$ cat src/rtl/nibble_serial_addsub_seq.sv
// nibble_serial_addsub_seq: wide add/subtract sequencer driving an external
// combinational 4-bit adder slice one nibble per clock, LSB first, with the
// carry chained through a register between nibbles.
module nibble_serial_addsub_seq #(
  parameter int NIBBLES = 4
) (
  input  logic                   clk,
  input  logic                   rst,
  input  logic                   in_valid,
  output logic                   in_ready,
  input  logic [4*NIBBLES-1:0]   op_a,
  input  logic [4*NIBBLES-1:0]   op_b,
  input  logic                   op_sub,
  output logic [3:0]             add_a,
  output logic [3:0]             add_b,
  output logic                   add_cin,
  input  logic [3:0]             add_s,
  input  logic                   add_cout,
  output logic                   out_valid,
  input  logic                   out_ready,
  output logic [4*NIBBLES-1:0]   res,
  output logic                   res_carry,
  output logic                   res_ovf,
  output logic                   res_zero
);

  localparam int W    = 4 * NIBBLES;
  localparam int IDXW = (NIBBLES > 1) ? $clog2(NIBBLES) : 1;

  localparam logic [IDXW-1:0] IDX_LAST = IDXW'(NIBBLES - 1);

  localparam logic [1:0] ST_IDLE = 2'd0;
  localparam logic [1:0] ST_RUN  = 2'd1;
  localparam logic [1:0] ST_DONE = 2'd2;

  logic [1:0]      state_q, state_d;
  logic [IDXW-1:0] idx_q,   idx_d;
  logic            carry_q, carry_d;
  logic            sub_q,   sub_d;
  logic [W-1:0]    a_q,     a_d;
  logic [W-1:0]    b_q,     b_d;
  logic [W-1:0]    res_q,   res_d;
  logic            rc_q,    rc_d;
  logic            ovf_q,   ovf_d;
  logic            zero_q,  zero_d;

  logic [3:0]      nib_a;
  logic [3:0]      nib_b;
  logic            beff_msb;

  // Current operand nibbles; B is inverted here so the slice always adds.
  always_comb begin
    nib_a    = a_q[{idx_q, 2'b00} +: 4];
    nib_b    = b_q[{idx_q, 2'b00} +: 4] ^ {4{sub_q}};
    beff_msb = b_q[W-1] ^ sub_q;
  end

  // Handshake and slice-facing outputs; slice inputs are forced to zero outside RUN.
  always_comb begin
    in_ready  = (state_q == ST_IDLE) && !rst;
    out_valid = (state_q == ST_DONE);
    add_a     = '0;
    add_b     = '0;
    add_cin   = 1'b0;
    if (state_q == ST_RUN) begin
      add_a   = nib_a;
      add_b   = nib_b;
      add_cin = carry_q;
    end
    res       = res_q;
    res_carry = rc_q;
    res_ovf   = ovf_q;
    res_zero  = zero_q;
  end

  // Next-state logic: operand staging, nibble capture, carry chaining and flags.
  always_comb begin
    state_d = state_q;
    idx_d   = idx_q;
    carry_d = carry_q;
    sub_d   = sub_q;
    a_d     = a_q;
    b_d     = b_q;
    res_d   = res_q;
    rc_d    = rc_q;
    ovf_d   = ovf_q;
    zero_d  = zero_q;
    case (state_q)
      ST_IDLE: begin
        if (in_valid) begin
          a_d     = op_a;
          b_d     = op_b;
          sub_d   = op_sub;
          carry_d = op_sub;
          idx_d   = '0;
          state_d = ST_RUN;
        end
      end
      ST_RUN: begin
        res_d[{idx_q, 2'b00} +: 4] = add_s;
        carry_d = add_cout;
        idx_d   = idx_q + IDXW'(1);
        if (idx_q == IDX_LAST) begin
          // Flags are taken from the final slice result in the same edge,
          // so zero is evaluated on the fully updated result word.
          idx_d   = '0;
          rc_d    = add_cout;
          ovf_d   = (a_q[W-1] == beff_msb) && (add_s[3] != a_q[W-1]);
          zero_d  = (res_d == '0);
          state_d = ST_DONE;
        end
      end
      ST_DONE: begin
        if (out_ready) begin
          state_d = ST_IDLE;
        end
      end
      default: begin
        state_d = ST_IDLE;
      end
    endcase
  end

  // State registers with asynchronous active-high reset.
  always_ff @(posedge clk or posedge rst) begin
    if (rst) begin
      state_q <= ST_IDLE;
      idx_q   <= '0;
      carry_q <= 1'b0;
      sub_q   <= 1'b0;
      a_q     <= '0;
      b_q     <= '0;
      res_q   <= '0;
      rc_q    <= 1'b0;
      ovf_q   <= 1'b0;
      zero_q  <= 1'b0;
    end else begin
      state_q <= state_d;
      idx_q   <= idx_d;
      carry_q <= carry_d;
      sub_q   <= sub_d;
      a_q     <= a_d;
      b_q     <= b_d;
      res_q   <= res_d;
      rc_q    <= rc_d;
      ovf_q   <= ovf_d;
      zero_q  <= zero_d;
    end
  end

endmodule

$ cat config.mk
export PLATFORM = sky130hd
export DESIGN_NAME = nibble_serial_addsub_seq
export DESIGN_NICKNAME = d
export VERILOG_FILES = /design/src/rtl/nibble_serial_addsub_seq.sv
export SDC_FILE = /design/constraint.sdc
export NUM_CORES = 1
export LEC_CHECK = 0
export ABC_CLOCK_PERIOD_IN_PS = 3100
export CORE_UTILIZATION = 42
export CTS_CLUSTER_DIAMETER = 200
export DETAILED_ROUTE_END_ITERATION = 8
export GPL_TIMING_DRIVEN = 0
export PLACE_DENSITY = 0.68
export REMOVE_ABC_BUFFERS = 1
export SLEW_MARGIN = 10
export SYNTH_ARGS = -nofsm -noshare
export SYNTH_HDL_FRONTEND = slang
export SYNTH_SLANG_ARGS = --single-unit
$ cat constraint.sdc
create_clock -name clk -period 3.1 [get_ports clk]
set_input_delay 0.93 -clock clk [delete_from_list [all_inputs] [get_ports clk]]
set_output_delay 0.93 -clock clk [all_outputs]
set_load 0.02 [all_outputs]
# Word-level counts from Yosys, hierarchy flattened
# Index checks and enable logic that the tools add are counted.
dict set report op_classes {
  eq_ne 8
  muxes 13
  bitwise 2
  add_sub_neg 2
  n_reduce_logical 10
  n_shift 4
}
# cell count
set op_table {}
lappend op_table {{$shiftx A16 B5 Y4} 2}
lappend op_table {{$bwmux W16} 1}
lappend op_table {{$logic_not A16 Y1} 1}
lappend op_table {{$shift A4 B6 Y16 const A} 1}
lappend op_table {{$shiftx A4 B6 Y16} 1}
lappend op_table {{$mux W2} 5}
lappend op_table {{$mux W4} 2}
lappend op_table {{$neg A4 Y6} 1}
lappend op_table {{$pmux W2 S3} 1}
lappend op_table {{$reduce_and A2 Y1} 3}
lappend op_table {{$eq A2 B2 Y1 const B} 2}
lappend op_table {{$ne A2 B1 Y1 const B} 2}
lappend op_table {{$pmux W2 S2} 1}
lappend op_table {{$xor A4 B4 Y4} 1}
lappend op_table {{$reduce_and A3 Y1} 1}
lappend op_table {{$add A2 B1 Y2 const B} 1}
lappend op_table {{$eq A2 B1 Y1 const B} 1}
lappend op_table {{$logic_and A1 B1 Y1} 2}
lappend op_table {{$logic_not A2 Y1} 1}
lappend op_table {{$mux W1} 2}
lappend op_table {{$ne A2 B2 Y1 const B} 1}
lappend op_table {{$pmux W1 S2} 1}
lappend op_table {{$reduce_bool A2 Y1} 1}
lappend op_table {{$eq A1 B1 Y1} 1}
lappend op_table {{3 further kinds} 3}
dict set report word_totals {
  inputBits 42
  word_cells 49
  ff_bits 57
  output_inout_bits 30
}

# Logic depth before layout (Yosys ltp)
dict set report depth {
  word_depth 4
  mapped_depth 9
  mapped_depth_nobuf 6
}

# Worst setup path after synthesis
# No wires, ideal clock.
dict set report synth_timing {
  path_type {reg2out}
  startpoint {register idx_q[0]}
  endpoint {output add_b[2]}
  setup_slack_ps 581
  n_path_buf 2
  required_time_ps 2170
  arrival_ps 1589
  path_stages_with_launch 6
  cell_sequence {dfrtp_1 > buf_6 > buf_12 > mux4_2 > xnor2_1 > nor2_1}
}
dict set report synth_via {
  elab_chain_cells 3
}
# element line
set synth_rtl {}
lappend synth_rtl {{start: declaration} 37} ;# logic [IDXW-1:0] idx_q, idx_d;
lappend synth_rtl {{start signal: assignment} 139} ;# idx_q <= idx_d;
lappend synth_rtl {{$shiftx A16 B5 Y4} 54} ;# nib_b = b_q[{idx_q, 2'b00} +: 4] ^ {4{sub_q}};
lappend synth_rtl {{$xor A4 B4 Y4} 54}
lappend synth_rtl {{$mux W4} 65} ;# if (state_q == ST_RUN) begin
lappend synth_rtl {{end: declaration} 15} ;# output logic [3:0] add_b,
# No other way between the ends.

# Final worst setup path
dict set report layout_timing {
  startpoint {register idx_q[0]}
  endpoint {output add_b[1]}
}
# Same word-level chain as after synthesis.

==> metrics.md <==
| Metric | Value |
|---|---|
| Seq pwr share | 0.344 |
| IO Port Bufs | 71 |
| Critical path cell sequence | mux4_1 -> xnor2_1 -> nor2_1 -> dlygate4sd2_1 |
| HP Class | reg -> reg |
| Skew final | 0.003967 ns |
| Global Route Usage Sum | 0.1967 |
| First-pass GRT wire length | 10700 µm |
| Outcome | finished, final reports clean |
| Hold Vio Cnt, Final | 0 |
| Hold endpoint | a_q[13] |
| Synth warn | 0 |
| Post-route antenna net violation count | 0 |
| CP bufs+invs | 1 |
| Share of the synthesized area in the top cell type | 0.5114 |
| Unrepaired setup endpoints after global routing | no |
| Routed WL | 6258 µm |
| Post-synth EDFFs | 0 |
| Most frequent cell after synthesis | nand2_1 |
| Final setup margin | 0.1340 ns |
| Pwr Total | 0.003915 W |
| Commonest cells post-synth | nand2_1 (118), dfrtp_1 (57), a32o_1 (12) |
| Max frequency | 0.3372 GHz |
| P_leak | 1.756 nW |
| Final period utilization | 0.9568 |
| Reg2reg path depth | 7 |
| Die area | 0.006971 mm² |
| Netlist cell types | 37 |
| Die X | 83.49 µm |
| CTS Buf Count | 9 |
| CORE AREA | 0.006386 mm² |
| Final setup viols | 0 |
| Syn_area_per_cell | 9.855 µm² |
| Ranking of synthesized cells by area | dfrtp_1 (51%), nand2_1 (16%), mux4_1 (5.7%), a32o_1 (4.3%), ha_1 (2.7%) |
| Dpl ws | -0.3448 ns |
| Top FF cell, synth | dfrtp_1 |
| DR vias | 2274 |
| Slowest stage delay, CP | 0.58 ns |
| Clock share of power | 0.145 |
| P_sw | 0.001596 W |
| Wl on met1 | 2993 µm |
| Cts hold-fix bufs | 0 |
| Synthesized flop and latch total | 57 |
| Fin crit period | 2.966 ns |
| Synthesized cell area | 0.002789 mm² |
| Relative slew slack | 0.2102 |
| Hold depth | 2 |
| Drc violations | 0 |
| Clock buffer depth | 2 |
| Stages on the worst setup path | 4 |
| Overflow after GRT | 0 |
| Largest net degree at the start of global routing | 37 |
| R2R Path End | res_zero |
| Async set or reset register ratio after synthesis | 1.000 |
| Worst EP arrival | 2.04 ns |
| Slowest cell on crit path | mux4_1 |
| Max Slew Vio Count | 0 |
| Combinational power share | 0.511 |
| Switching share of power | 0.4075 |
| Setup crit end kind | output port |
| FF-to-FF Start | idx_q[0] |
| Met2 routed WL | 2834 µm |
| Worst R2R Setup Slack | 0.94 ns |
| Initial antenna violation count | 0 |
| Max Used Layer | met4 |
| Initial core utilization | 0.4367 |
| Antenna diode count | 0 |
| CTS tree | built |
| Initial DRC count | 66 |
| WHS | 0.4648 ns |
| Ports | 72 |
| Crit path launch type | flip-flop |
| Area Growth Syn to Fin | 33.15% |
| RePlAce Congestion | 0.7894 |
| WP data required | 2.17 ns |
| # rows | 29 |
| Worst hold path startpoint | a_q[13] |
| Fin nets | 401 |
| Area leader, netlist | dfrtp_1 |
| Routed wl met3 | 290 µm |
| Max-Cap Viols | 0 |
| Seq/Total Area, Yosys | 0.5114 |
| Largest delay contributor family on the critical path | multiplexers |
| Root Buffer Master | clkbuf_8 |
| Int Pwr | 0.002320 W |
| First-pass DRT Iterations | 5 |
| Clk sinks | 57 |
| Latest clock arrival within the worst-skew pair | 0.34 ns |
| Clock-pin slew on the worst setup and hold paths | 0.06 ns |
| Vias/cell | 5.264 |
| Dpl hpwl | 4168 µm |
| Mapped Cells | 283 |
| Share of cells above drive strength 1 | 0.08169 |
| H-tree depth | 3 |
| Crit Path Max Fanout | 6 |
| Vias in the first global route | 2219 |
| Pwr per Cell Area | 1054 mW/mm² |
| Crit path kind | reg -> out |
| Worst-Margin Slew | 1.182 ns |
| Post-detailed-route wirelength per cell | 14.49 µm |
| Die H | 83.49 µm |
| VDD IR-drop max | 0.4959 mV |
-- kinds of logic (layout without fill, tap and decap cells) --
family / Yosys count / after routing / share of synthesized area
xor+xnor: 5 / 5 / 0.01570
flops: 57 / 57 / 0.5114
mux: 10 / 10 / 0.08030
compound gates: 28 / 28 / 0.08255
buf+inv: 21 / 93 / 0.03948
simple gates: 156 / 156 / 0.2436
fa+ha+maj: 6 / 6 / 0.02692
-- layout by cell type (no fill, tap or decap), types with 4 or more instances in the layout --
master and instances:
nand2_1 118, clkdlybuf4s50_1 62, dfrtp_1 55, a32o_1 12, nor2_1 11, clkbuf_8 10
dlygate4sd2_1 8, mux4_1 6, ha_1 6, and2_1 5, xnor2_1 5, nor4_1 5
o21ai_0 4
-- worst min-delay path, stage by stage (launching register included) --
cell and delay (ns):
dfrtp_1 0.33, nand2_1 0.05, nand2_1 0.05
-- metrics by stage --
stage / utilization / cell area (µm²) / setup TNS (ns) / instances
floorplan: - / 2696 / 0 / 266
finish: 0.5815 / 3714 / 0 / 432
CTS: 0.5801 / 3705 / 0 / 432
global placement: 0.5486 / 3503 / -20.86 / 414
global route: 0.5815 / 3714 / 0 / 432
detailed placement: 0.5539 / 3537 / -1.707 / 416
-- repair_timing --
item,4_1_cts,5_1_grt
gates cloned,0,0
gates resized for setup,11,2
endpoints found under the setup margin,8,2
buffers inserted,3,0
-- how the worst max path moves through the flow --
stage                    start       end  slack, ns
floorplan             idx_q[0]  add_b[0]       0.31
global placement    state_q[1]  add_a[3]      -0.47
detailed placement    idx_q[0]  add_b[1]      -0.34
CTS                        rst  in_ready       0.03
global route          idx_q[0]  add_b[3]       0.08
finish                idx_q[0]  add_b[1]       0.13
-- routing by layer --
metal / vias to the layer above / track usage
met5: - / 0
met4: 0 / 0.1002
met3: 13 / 0.04352
met2: 70 / 0.2988
met1: 1090 / 0.2670
li1: 1101 / -
-- flip-flops by register name (all words and copies together) (netlist names) --
| name | count |
|---|---|
| res_carry | 1 |
| idx_q | 2 |
| sub_q | 1 |
| res_zero | 1 |
| b_q | 16 |
| res | 16 |
| carry_q | 1 |
| a_q | 16 |
| state_q | 2 |
| res_ovf | 1 |
-- cell type report --
class | count | area [µm²]
Clock buffer | 12 | 145.1
Clock inverter | 1 | 5.005
Fill cell | 596 | 2673
Inverter | 4 | 17.52
Multi-Input combinational cell | 205 | 1261
Sequential cell | 57 | 1431
Tap cell | 77 | 96.34
Timing Repair Buffer | 76 | 757.0
-- power by group through the flow --
stage          sequential (W)  clock, W  combinational [W]
5_1_grt               0.00140  0.000617            0.00219
3_5_place_dp          0.00139         0            0.00199
3_3_place_gp          0.00137         0            0.00193
4_1_cts               0.00135  0.000579            0.00200
6_report              0.00135  0.000569            0.00200
2_1_floorplan         0.00143         0            0.00117
Note: power is estimated with default switching activity, not from simulation.
